File: config.mk
export PLATFORM = sky130hd
export DESIGN_NAME = life_gen_sequencer
export DESIGN_NICKNAME = d
export VERILOG_FILES = /design/src/rtl/life_pkg.sv /design/src/rtl/life_cell_rule.sv /design/src/rtl/life_gen_sequencer.sv
export SDC_FILE = /design/constraint.sdc
export NUM_CORES = 1
export LEC_CHECK = 0
export CAP_MARGIN = 20
export CORE_MARGIN = 2
export CORE_UTILIZATION = 35
export CTS_CLUSTER_SIZE = 20
export DETAILED_ROUTE_END_ITERATION = 7
export PLACE_DENSITY = 0.57
export SLEW_MARGIN = 20
export SYNTH_ARGS = -nofsm -noshare
export SYNTH_HDL_FRONTEND = slang
export SYNTH_SLANG_ARGS = --single-unit
export TNS_END_PERCENT = 10
File: constraint.sdc
create_clock -name clk -period 10.42 [get_ports clk]
set_input_delay 2.605 -clock clk [delete_from_list [all_inputs] [get_ports clk]]
set_output_delay 2.605 -clock clk [all_outputs]
set_load 0.01 [all_outputs]
File: src/rtl/life_pkg.sv
// Shared board geometry, power-on seed pattern and sequencer state encoding
// for the Game of Life generation sequencer.
package life_pkg;

    localparam int LIFE_COLS_LOG2 = 3;
    localparam int LIFE_ROWS_LOG2 = 3;
    localparam int LIFE_N         = 1 << (LIFE_COLS_LOG2 + LIFE_ROWS_LOG2);

    // Bits 3,6,8,12,19,22,24,28,35,38,40,42,44,52,53,57,59.
    localparam logic [LIFE_N-1:0] LIFE_SEED_DEFAULT = 64'h0A30_1548_1148_1148;

    typedef enum logic [1:0] {
        IDLE   = 2'd0,
        EVAL   = 2'd1,
        COMMIT = 2'd2
    } life_state_t;

endpackage

File: src/rtl/life_cell_rule.sv
// Combinational B3/S23 next-state for one cell of the board; out-of-board
// neighbours are dead unless i_wrap selects toroidal addressing.
module life_cell_rule
#(
    parameter int COLS_LOG2 = 3,
    parameter int ROWS_LOG2 = 3
) (
    input  logic [(1<<(COLS_LOG2+ROWS_LOG2))-1:0] i_board,
    input  logic [COLS_LOG2+ROWS_LOG2-1:0]        i_idx,
    input  logic                                  i_wrap,
    output logic                                  o_next
);

    localparam int RW = ROWS_LOG2 + 1;
    localparam int CW = COLS_LOG2 + 1;

    logic [RW-1:0] w_nr;
    logic [CW-1:0] w_nc;
    logic          w_in_board;
    logic [3:0]    w_cnt;

    // One spare MSB on row/col flags a step off the edge; the low bits are the wrapped coordinate.
    always_comb begin
        w_cnt      = '0;
        w_nr       = '0;
        w_nc       = '0;
        w_in_board = 1'b0;
        for (int dr = 0; dr < 3; dr++) begin
            for (int dc = 0; dc < 3; dc++) begin
                if (dr != 1 || dc != 1) begin
                    w_nr = {1'b0, i_idx[COLS_LOG2 +: ROWS_LOG2]} + RW'(dr) - RW'(1);
                    w_nc = {1'b0, i_idx[0 +: COLS_LOG2]} + CW'(dc) - CW'(1);
                    w_in_board = !w_nr[ROWS_LOG2] && !w_nc[COLS_LOG2];
                    if ((i_wrap || w_in_board) &&
                        i_board[{w_nr[ROWS_LOG2-1:0], w_nc[COLS_LOG2-1:0]}])
                        w_cnt = w_cnt + 4'd1;
                end
            end
        end
        o_next = (w_cnt == 4'd3) || (i_board[i_idx] && (w_cnt == 4'd2));
    end

endmodule

File: src/rtl/life_gen_sequencer.sv
// Game of Life sequencer: one cell per cycle into a shadow board, committed after N cycles.
// Generation = N+1 cycles after trigger; triggers while busy are dropped and flagged in overrun.
// Build option: LIFE_WRAP_EN selects toroidal neighbour addressing (default: dead borders).
module life_gen_sequencer
    import life_pkg::*;
#(
    parameter int FRAME_DIV = 60,
    parameter int COLS_LOG2 = LIFE_COLS_LOG2,
    parameter int ROWS_LOG2 = LIFE_ROWS_LOG2
) (
    input  logic                                  clk,
    input  logic                                  reset,
    input  logic                                  frame_tick,
    input  logic                                  run,
    input  logic                                  step,
    input  logic                                  seed_load,
    input  logic [(1<<(COLS_LOG2+ROWS_LOG2))-1:0] seed_data,
    output logic [(1<<(COLS_LOG2+ROWS_LOG2))-1:0] board,
    output logic                                  busy,
    output logic                                  gen_done,
    output logic [15:0]                           gen_count,
    output logic                                  overrun
);

    localparam int IW = COLS_LOG2 + ROWS_LOG2;
    localparam int N  = 1 << IW;
    localparam int FW = (FRAME_DIV > 1) ? $clog2(FRAME_DIV) : 1;

`ifdef LIFE_WRAP_EN
    localparam logic WRAP = 1'b1;
`else
    localparam logic WRAP = 1'b0;
`endif

    life_state_t r_state;
    life_state_t w_state_nxt;
    logic [IW-1:0] r_idx;
    logic [N-1:0]  r_next;
    logic [N-1:0]  r_board;
    logic [FW-1:0] r_fcnt;
    logic [15:0]   r_gen_count;
    logic          r_overrun;
    logic          w_fcnt_last;
    logic          w_trig;
    logic          w_cell_nxt;

    assign w_fcnt_last = (r_fcnt == FW'(FRAME_DIV - 1));
    assign w_trig      = (frame_tick && run && w_fcnt_last) || step;

    life_cell_rule #(
        .COLS_LOG2 (COLS_LOG2),
        .ROWS_LOG2 (ROWS_LOG2)
    ) u_rule (
        .i_board (r_board),
        .i_idx   (r_idx),
        .i_wrap  (WRAP),
        .o_next  (w_cell_nxt)
    );

    always_ff @(posedge clk) begin
        if (reset) r_state <= IDLE;
        else       r_state <= w_state_nxt;
    end

    always_comb begin
        w_state_nxt = r_state;
        busy        = 1'b0;
        gen_done    = 1'b0;
        case (r_state)
            IDLE:   if (w_trig) w_state_nxt = EVAL;
            EVAL: begin
                busy = 1'b1;
                if (r_idx == IW'(N - 1)) w_state_nxt = COMMIT;
            end
            COMMIT: begin
                busy        = 1'b1;
                gen_done    = !seed_load;
                w_state_nxt = IDLE;
            end
            default: w_state_nxt = IDLE;
        endcase
        if (seed_load) w_state_nxt = IDLE;
    end

    // The frame divider keeps counting even when the trigger it produces is dropped or overridden.
    always_ff @(posedge clk) begin
        if (reset) begin
            r_idx       <= '0;
            r_next      <= '0;
            r_board     <= N'(LIFE_SEED_DEFAULT);
            r_fcnt      <= '0;
            r_gen_count <= '0;
            r_overrun   <= 1'b0;
        end else begin
            if (frame_tick && run)
                r_fcnt <= w_fcnt_last ? '0 : r_fcnt + FW'(1);
            if (seed_load) begin
                r_board     <= seed_data;
                r_gen_count <= '0;
            end else begin
                if (r_state != IDLE && w_trig) r_overrun <= 1'b1;
                case (r_state)
                    IDLE:   if (w_trig) r_idx <= '0;
                    EVAL: begin
                        r_next[r_idx] <= w_cell_nxt;
                        r_idx         <= r_idx + IW'(1);
                    end
                    COMMIT: begin
                        r_board     <= r_next;
                        r_gen_count <= r_gen_count + 16'd1;
                    end
                    default: ;
                endcase
            end
        end
    end

    assign board     = r_board;
    assign gen_count = r_gen_count;
    assign overrun   = r_overrun;

endmodule

## Yosys cells after proc, flatten, opt, wreduce, memory -nomap -nowiden

Index checks and enable logic that the tools add are counted.

- Logic and storage cells: 125
- Output and inout bits: 83
- Register bits after elaboration: 159

- Bitwise logic cells: 1
- Reduce and logical (&&, ||, !) cells: 40
- Add/subtract/negate cells: 20
- Eq/ne operators: 8
- Mux-type cells: 39
- Magnitude comparators: 10

Operators with widths:

| cell | count |
|---|---|
| two-way mux 64 bit | 2 |
| bitwise mux 64 bit | 1 |
| less-than comparator 6 x 7 -> 1 bit (second input constant) | 9 |
| binary-select mux 1 bit (select 6 bit) | 9 |
| two-way mux 4 bit | 7 |
| adder 4 x 1 -> 4 bit (second input constant) | 6 |
| logical AND 1 bit | 21 |
| adder 16 x 1 -> 16 bit (second input constant) | 1 |
| subtractor 4 x 1 -> 4 bit (second input constant) | 4 |
| two-way mux 1 bit | 13 |
| adder 6 x 1 -> 6 bit (second input constant) | 2 |
| == test 6 bit (second input constant) | 2 |
| two-way mux 6 bit | 2 |
| one-hot mux 6 bit (2 select lines) | 1 |
| adder 3 x 1 -> 4 bit (second input constant) | 2 |
| adder 3 x 2 -> 4 bit (second input constant) | 2 |
| == test 4 x 2 -> 1 bit (second input constant) | 2 |
| subtractor 3 x 1 -> 4 bit (second input constant) | 2 |
| logical NOT 1 bit | 7 |
| demux 1 bit (select 6 bit) | 1 |
| greater-or-equal comparator 6 x 1 -> 1 bit (second input constant) | 1 |
| AND reduction 2 bit | 3 |
| nonzero test 2 bit | 3 |
| two-way mux 2 bit | 2 |
| other kinds (10) | 13 |

## Depth between registers and ports, before layout

Gate-level depths: netlist (run 1).

- Word-level depth: 23
- Gate-level depth with buffers: 37

## By module

A second synthesis (run 1) with hierarchy kept.

- Cells, all modules: 1,147
- Area total of the unflattened synthesis: 9,997.1 µm²

Modules (own cells, without submodules):

| module | cells each | seq. area each (µm²) | instances | area an instance (µm²) |
|---|---|---|---|---|
| life_gen_sequencer | 850 | 3,183.1 | 1 | 7,139.3 |
| life_cell_rule | 297 | 0.0 | 1 | 2,857.7 |

## Worst setup path before layout (run 1)

OpenSTA, ideal clock, no wires.

- Path kind: register -> register
- Start: register r_idx[0]
- End: register r_next[0]
- Data required time: 10.336 ns
- Stages on the path, launching flop included: 34
- Setup time: 0.084 ns
- Data arrival time: 7.489 ns
- Setup slack: 2.847 ns
- Clock period less this slack: 7.573 ns
- Cell sequence: dfxtp_1 buf_2 inv_1 buf_1 ha_1 buf_4 buf_2 buf_2 clkbuf_1 mux4_2 mux4_2 nor2b_1 a2111oi_0 ha_1 xor2_2 ha_1 nand3_1 nand2_1 ha_1 mux2_2 ha_1 nor2_1 a211oi_1 ha_1 mux2_2 ha_1 nand2_1 o211ai_1 a21oi_1 nand4_1 o21ai_2 o211ai_4 buf_6 o31ai_2

- Word-level cells in the longest chain between the ends: 23

Ends and longest elaborated chain:

| item | RTL line | RTL |
|---|---|---|
| start: declaration | life_gen_sequencer.sv:37 | `logic [IW-1:0] r_idx;` |
| start signal: assignment | life_gen_sequencer.sv:106 | `r_idx <= r_idx + IW'(1);` |
| parallel branches: the longest is 22 deep, another holds adder 3 x 1 -> 4 bit | - |  |
| bitwise mux 64 bit (*) | life_gen_sequencer.sv:105 | `r_next[r_idx] <= w_cell_nxt;` |
| end signal: indexed assignment | life_gen_sequencer.sv:105 |  |
| end: declaration | life_gen_sequencer.sv:38 | `logic [N-1:0] r_next;` |

Mark *: on every way between the ends. The select of a mux whose other input is x is not followed.
A chain may end at the register's enable or synchronous reset.

## Worst setup path in the final report (run 1)

- Start: register r_idx[1]
- End: register r_next[8]

The elaborated chain is that of the path after synthesis.

==> results of run 1 <==
[where the power goes]
group          switching, W  total (W)  internal, W
clock network      0.000300   0.000686     0.000386
logic              0.000109   0.000211     0.000102
registers         0.0000229   0.000645     0.000622
[worst max-delay path: cells and delay by family, from the launching register on]
family          cells  cell delay, ns
xor+xnor            2            0.95
fa+ha+maj           7            2.09
simple gates        6            0.57
buf+inv             3            0.90
compound gates      7            1.94
mux                 4            1.67
flops               1            0.31
[flip-flops by register name, summed over array words and instances (netlist names)]
| signal | flops |
|---|---|
| board | 64 |
| r_next | 64 |
| gen_count | 16 |
| r_fcnt | 6 |
| r_idx | 6 |
| r_state | 2 |
| overrun | 1 |
[cell usage in the layout, fill, tap and decap left out, drive strengths merged, types with 7 or more instances in the layout]
master / instances
xor2: 21
and2: 9
clkbuf: 17
nor2: 151
xnor2: 16
buf: 20
mux2: 32
and3: 9
clkdlybuf4s50: 150
a211oi: 7
nand3: 89
inv: 22
dfxtp: 159
mux4: 29
mux2i: 134
a21oi: 63
nand4: 10
nand2: 123
nor3: 21
o21ai: 16
ha: 16
o31ai: 64
[per-layer routing]
layer	routed length, um	up-vias	track usage
li1	-	4384	-
met1	15000	4397	0.286
met2	15700	244	0.354
met3	1470	33	0.0359
met4	505	0	0.0537
met5	0	-	0
[metrics by stage]
| step | util | hold WS [ns] | setup WS, ns | power, W | instance area, sq um |
|---|---|---|---|---|---|
| CTS | 0.439 | 0.468 | 1.88 | 0.00156 | 12700 |
| floorplan | - | 0.437 | 2.85 | 0.000778 | 10300 |
| detailed placement | 0.417 | 0.458 | 1.91 | 0.000870 | 12000 |
| global placement | 0.417 | 0.454 | 2.03 | 0.000868 | 12000 |
| finish | 0.439 | 0.463 | 1.82 | 0.00154 | 12700 |
| global route | 0.439 | 0.483 | 1.20 | 0.00160 | 12700 |
[cell families after synthesis]
kind of cell	Yosys count	synth area share
buffers and inverters	111	0.0533
flip-flops	159	0.308
multiplexers	195	0.229
adder cells (fa/ha/maj)	16	0.0194
AND/OR/NAND/NOR	447	0.194
AO/OA/AOI/OAI	194	0.155
XOR/XNOR	39	0.0413
[final timing paths]
path                              endpoint  slack (ns)
worst min-delay path            r_next[56]        0.46
worst max-delay path             r_next[8]        1.82
worst max register to register   r_next[8]        1.82
worst min register to register  r_next[56]        0.46
[cell type report]
type | count | area (sq um)
Multi-Input combinational cell | 891 | 6660
Timing Repair Buffer | 170 | 1660
Clock buffer | 17 | 425
Inverter | 18 | 67.6
Fill cell | 2884 | 16200
Sequential cell | 159 | 3190
Clock inverter | 14 | 201
Tap cell | 384 | 480
==> qor.csv, run 1 <==
stage;metric;value;unit
critical_path;timing.critical_path.from;r_idx[1];
synthesis;postSynthAreaPerCell;8.89;sq um
synthesis;synth_area_leaders;sky130_fd_sc_hd__dfxtp_1 (31%), sky130_fd_sc_hd__mux2i_1 (13%), sky130_fd_sc_hd__o31ai_2 (6.2%);
clock_tree;cts_max_path_buffers;2;
synthesis;ys_seq_elements;159;
timing;rsz_0062_raised_after_global_routing;false;
synthesis;synth.yosys.seq_area_share;0.308;
floorplan;dieWidth;176;um
timing;achievable-frequency;116;MHz
critical_path;crit_path_most_repeated_cell;sky130_fd_sc_hd__ha_1;
route;routed_via_density;5.48;
floorplan;std_cell_rows;62;
critical_path;timing.critical_path.fanout_max;50;
synthesis;syn_area;10300;sq um
power_and_ir_drop;peakVddDrop;99.5;uV
synthesis;leading_cell_type_by_number_of_instances_after_synthesis;sky130_fd_sc_hd__dfxtp_1;
floorplan;floorplan.core_area;28900;sq um
layout;instances_no_fill;1653;
critical_path;critPathKind;reg2reg;
timing;final_min_period_over_clock_period;0.826;
floorplan;initial_core_util;0.358;
grt;grt_pass1_wl;51.4;mm
route;average_wire_per_standard_cell;19.8;um
synthesis;synth_nets;1247;
synthesis;number_of_cells_produced_by_synthesis;1161;
timing;timing.final.crit_period;8.60;ns
timing;worst_pin_slew;1.19;ns
critical_path;crit-reg2reg-launch;r_idx[1];
critical_path;required_time_reported_for_the_critical_path_endpoint;10.76;ns
clock_tree;worstSkewPairLatency;0.44;ns
synthesis;synthDistinctLibCells;73;
synthesis;number_of_warnings_issued_by_yosys;0;
layout;area_growth;22.9;%
floorplan;die_h;176;um
clock_tree;maximum_level_of_the_cts_h_tree;4;
route;drt_wl_total;32.7;mm
min_path;min-delay-path-class;reg2reg;
critical_path;cp_data_arrival_time;8.95;ns
clock_tree;cts.repair_timing.setup_buffer_count;0;
grt;first_global_vias;8820;
min_path;min-delay-start;r_next[56];
grt;grtUsageTotal;0.213;
clock_tree;cts-buffers-inserted;17;
floorplan;top_level_ports;153;
timing;finalHoldViolCount;0;
critical_path;timing.critical_path.from_type;flip-flop;
route;dr_total_vias;9058;
place;port_buffers;152;
place;dpl.cell_count;1622;
run;cap_viol_max_count;0;
grt;grt.overflow.total;0;
clock_tree;cts_tree;built;
route;post-route-drc-count;0;
timing;final.setup.tns;0;ns
grt;grt_max_degree;83;
timing;max_slew_margin;0.204;
layout;n_antenna_cell;0;
layout;drive_gt1_frac;0.150;
timing;timing_max_transition_violations_final;0;
route;detail_route.first_pass.iterations;6;
synthesis;synthArstFlopShare;0;
route;initialDrtViolationCount;764;
route;ant_nets;0;
power_and_ir_drop;cellLeakagePower;4.27;nW
grt;antenna_found_initial;0;
run_status;run_status;completed;
timing;worst_clock_skew_on_the_final_layout;0.0135;ns
layout;design.final.nets;1343;
synthesis;netlist_top_cells_count;sky130_fd_sc_hd__dfxtp_1 (159), sky130_fd_sc_hd__nor2_1 (151), sky130_fd_sc_hd__mux2i_1 (134);
clock_tree;cts.clk_slew.worst_paths;0.07;ns
synthesis;postSynth.topFlopCell;sky130_fd_sc_hd__dfxtp_1;
min_path;min_delay_path_depth;2;
critical_path;ff2ff_path_depth;29;
clock_tree;cts.repair.resized;0;
place;place_hpwl;22.4;mm
floorplan;die_footprint;30900;sq um
timing;setup_viol;0;
synthesis;count_of_flip_flops_with_a_built_in_enable_after_synthesis;0;
clock_tree;clock_tree.root_cell;sky130_fd_sc_hd__clkbuf_16;
synthesis;netlist.area_leader.share;0.308;
critical_path;crit_slowest_cell;sky130_fd_sc_hd__xor2_2;
clock_tree;clock-sinks;159;
clock_tree;cts_hold_buffers;0;
place;routabilityCongestion;0.985;
power_and_ir_drop;power_density;122;nW/um^2
synthesis;synth_top_cell_by_area;sky130_fd_sc_hd__dfxtp_1;
critical_path;critical_path.endpoint_type;flip-flop;
critical_path;critical_path.max_stage_delay;0.67;ns
(Power assumes the default switching activity.)
==> run 2: changes to the inputs <==
Clock period 10.42 ns to 8.15 ns, I/O delays scaled along.
==> qor.csv, run 2 (synthesized netlist as in run 1, its figures left out) <==
stage;metric;value;unit;change
run_status;run_status;completed;;
layout;mostFrequentLayoutCell;sky130_fd_sc_hd__dfxtp_1;;
timing;timing.final.crit_period;7.60;ns;-1.00 ns
critical_path;ff2ff_path_depth;30;;+3.4%
floorplan;initial_core_util;0.358;;unchanged
timing;achievable-frequency;132;MHz;+13%
power_and_ir_drop;power.share.switching;0.298;;+0.0177
route;routed_via_density;5.50;;+0.38%
timing;timing_max_transition_violations_final;0;;unchanged
critical_path;cp_data_arrival_time;7.95;ns;-1.00 ns
power_and_ir_drop;cellLeakagePower;4.35;nW;+1.9%
grt;grtUsageTotal;0.214;;+0.00158
route;dr_total_vias;9197;;+1.5%
grt;grt_use_met2;0.351;;-0.00328
critical_path;timing.critical_path.fanout_max;32;;-36%
layout;design.final.nets;1361;;+1.3%
clock_tree;cts.clk_slew.worst_paths;0.08;ns;about the same
layout;n_antenna_cell;0;;unchanged
critical_path;crit_slowest_cell;sky130_fd_sc_hd__mux4_2;;
timing;worst_clock_skew_on_the_final_layout;0.0156;ns;+0.00205 ns
clock_tree;cts_tree;built;;
power_and_ir_drop;power.sequential.fraction;0.430;;+0.012
timing;rsz_0062_raised_after_global_routing;false;;
grt;global_route.usage.met3;0.0398;;+0.00390
timing;final.setup.tns;0;ns;unchanged
timing;final_min_period_over_clock_period;0.932;;+0.107
place;routabilityCongestion;0.964;;-2.1%
grt;grt.overflow.total;0;;unchanged
floorplan;die_h;176;um;unchanged
timing;worst_slack;0.551;ns;-1.27 ns
clock_tree;cts_hold_buffers;0;;unchanged
timing;max_slew_margin;0.209;;+0.00526
critical_path;critical_path.max_stage_delay;0.56;ns;-0.11 ns
critical_path;setup.reg_to_reg.worst_slack;0.55;ns;-1.27 ns
grt;grt.busiest_layer;met2;;
grt;grt_max_degree;83;;unchanged
clock_tree;clock-sinks;159;;unchanged
floorplan;top_level_ports;153;;unchanged
clock_tree;cts-buffers-inserted;17;;unchanged
layout;commonest_cells_after_routing_fill_and_taps_aside;sky130_fd_sc_hd__dfxtp_1 (157), sky130_fd_sc_hd__nor2_1 (151), sky130_fd_sc_hd__clkdlybuf4s50_1 (150);;
power_and_ir_drop;power.share.clock;0.429;;-0.016
grt;grt_pass1_wl;51.8;mm;+0.83%
clock_tree;cts_max_path_buffers;2;;unchanged
clock_tree;clock_tree.root_cell;sky130_fd_sc_hd__clkbuf_16;;
layout;drive_gt1_frac;0.163;;+0.0133
min_path;min_delay_path_depth;2;;unchanged
grt;antenna_found_initial;0;;unchanged
power_and_ir_drop;pwr-share-comb;0.140;;+0.003
floorplan;std_cell_rows;62;;unchanged
power_and_ir_drop;internal_power;0.00135;W;+21%
critical_path;critical_path.endpoint_type;flip-flop;;
place;pre_cts_setup_slack;0.528;ns;-1.38 ns
layout;area_growth;23.9;%;
timing;worst_case_hold_slack;0.458;ns;-0.00581 ns
timing;finalHoldViolCount;0;;unchanged
power_and_ir_drop;power_switching;0.000572;W;+32%
critical_path;timing.critical_path.from_type;flip-flop;;
power_and_ir_drop;peakVddDrop;129;uV;+30%
clock_tree;worstSkewPairLatency;0.44;ns;about the same
clock_tree;maximum_level_of_the_cts_h_tree;4;;unchanged
floorplan;floorplan.core_area;28900;sq um;unchanged
place;place_hpwl;23.0;mm;+2.7%
timing;setup_viol;0;;unchanged
floorplan;die_footprint;30900;sq um;unchanged
min_path;min-delay-path-class;reg2reg;;
critical_path;critPathKind;reg2reg;;
route;drt_wl_total;32.9;mm;+0.74%
power_and_ir_drop;power_density;150;nW/um^2;+23%
route;post-route-drc-count;0;;unchanged
grt;first_global_vias;8915;;+1.1%
critical_path;crit-reg2reg-launch;r_idx[0];;
critical_path;r2r_end;r_next[13];;
min_path;min-delay-start;r_next[56];;
route;ant_nets;0;;unchanged
route;detail_route.first_pass.iterations;5;;-1
min_path;holdPathEnd;r_next[56];;
place;port_buffers;152;;unchanged
route;initialDrtViolationCount;617;;-19%
grt;grtUsageMet1;0.285;;-0.000900
critical_path;required_time_reported_for_the_critical_path_endpoint;8.50;ns;-2.26 ns
critical_path;crit_path_most_repeated_cell;sky130_fd_sc_hd__ha_1;;
route;average_wire_per_standard_cell;19.7;um;-0.41%
floorplan;dieWidth;176;um;unchanged
run;cap_viol_max_count;0;;unchanged
timing;worst_pin_slew;1.18;ns;-0.00992 ns
[run 2: changes by cell type in the layout (fill, tap and decap cells not counted), sizes merged]
cell	before	now
buf	20	38
bufinv	3	0
inv	22	21
clkinv	5	9
clkbuf	17	18
[run 2: final cells by class]
cell class | count | area (sq um)
Clock buffer | 18 | 439
Clock inverter | 14 | 171
Fill cell | 2874 | 16100
Inverter | 18 | 71.3
Multi-Input combinational cell | 891 | 6640
Sequential cell | 159 | 3190
Tap cell | 384 | 480
Timing Repair Buffer | 188 | 1800
[run 2: layer usage]
layer	part of all wire	wire length, um
met1	0.45	14900
met2	0.47	15500
met3	0.050	1640
met4	0.026	852
met5	0	0
[run 2: metrics by stage]
step / util / cells / total power, W / area (sq um)
5_1_grt: 0.443 / 1672 / 0.00200 / 12800
6_report: 0.443 / 1672 / 0.00192 / 12800
4_1_cts: 0.441 / 1667 / 0.00194 / 12700
2_1_floorplan: - / 1161 / 0.000994 / 10300
3_3_place_gp: 0.420 / 1635 / 0.00111 / 12100
3_5_place_dp: 0.420 / 1635 / 0.00111 / 12100
[run 2: critical path: cells and delay by family, from the launching register on]
family	cells	cell delay [ns]
and+or+nand+nor	6	0.58
xor gates and xnor gates	2	0.37
DFF	1	0.46
AOI/OAI and AO/OA	7	1.66
adders and majority gates	7	2.01
muxes	4	1.58
buffers and inverters	4	0.83
[run 2: worst max-delay path by stage]
stage	start	to	slack, ns	cells past startpoint
finish	r_idx[0]	r_next[13]	0.55	30
detailed placement	r_idx[0]	r_next[13]	0.53	30
global placement	r_idx[0]	r_next[14]	0.79	30
floorplan	r_idx[0]	r_next[26]	0.58	33
CTS	r_idx[0]	r_next[13]	0.49	30
global route	r_idx[0]	r_next[13]	0.14	30
[run 2: power groups by stage]
stage / logic (W) / clock network (W) / registers, W
CTS: 0.000269 / 0.000843 / 0.000826
global route: 0.000293 / 0.000876 / 0.000828
floorplan: 0.000156 / 0 / 0.000839
global placement: 0.000267 / 0 / 0.000844
finish: 0.000270 / 0.000825 / 0.000826
detailed placement: 0.000268 / 0 / 0.000844
[run 2: repair_timing]
item,CTS,global route
setup buffers,0,4
endpoints found under the setup margin,0,62
resized for setup,0,3
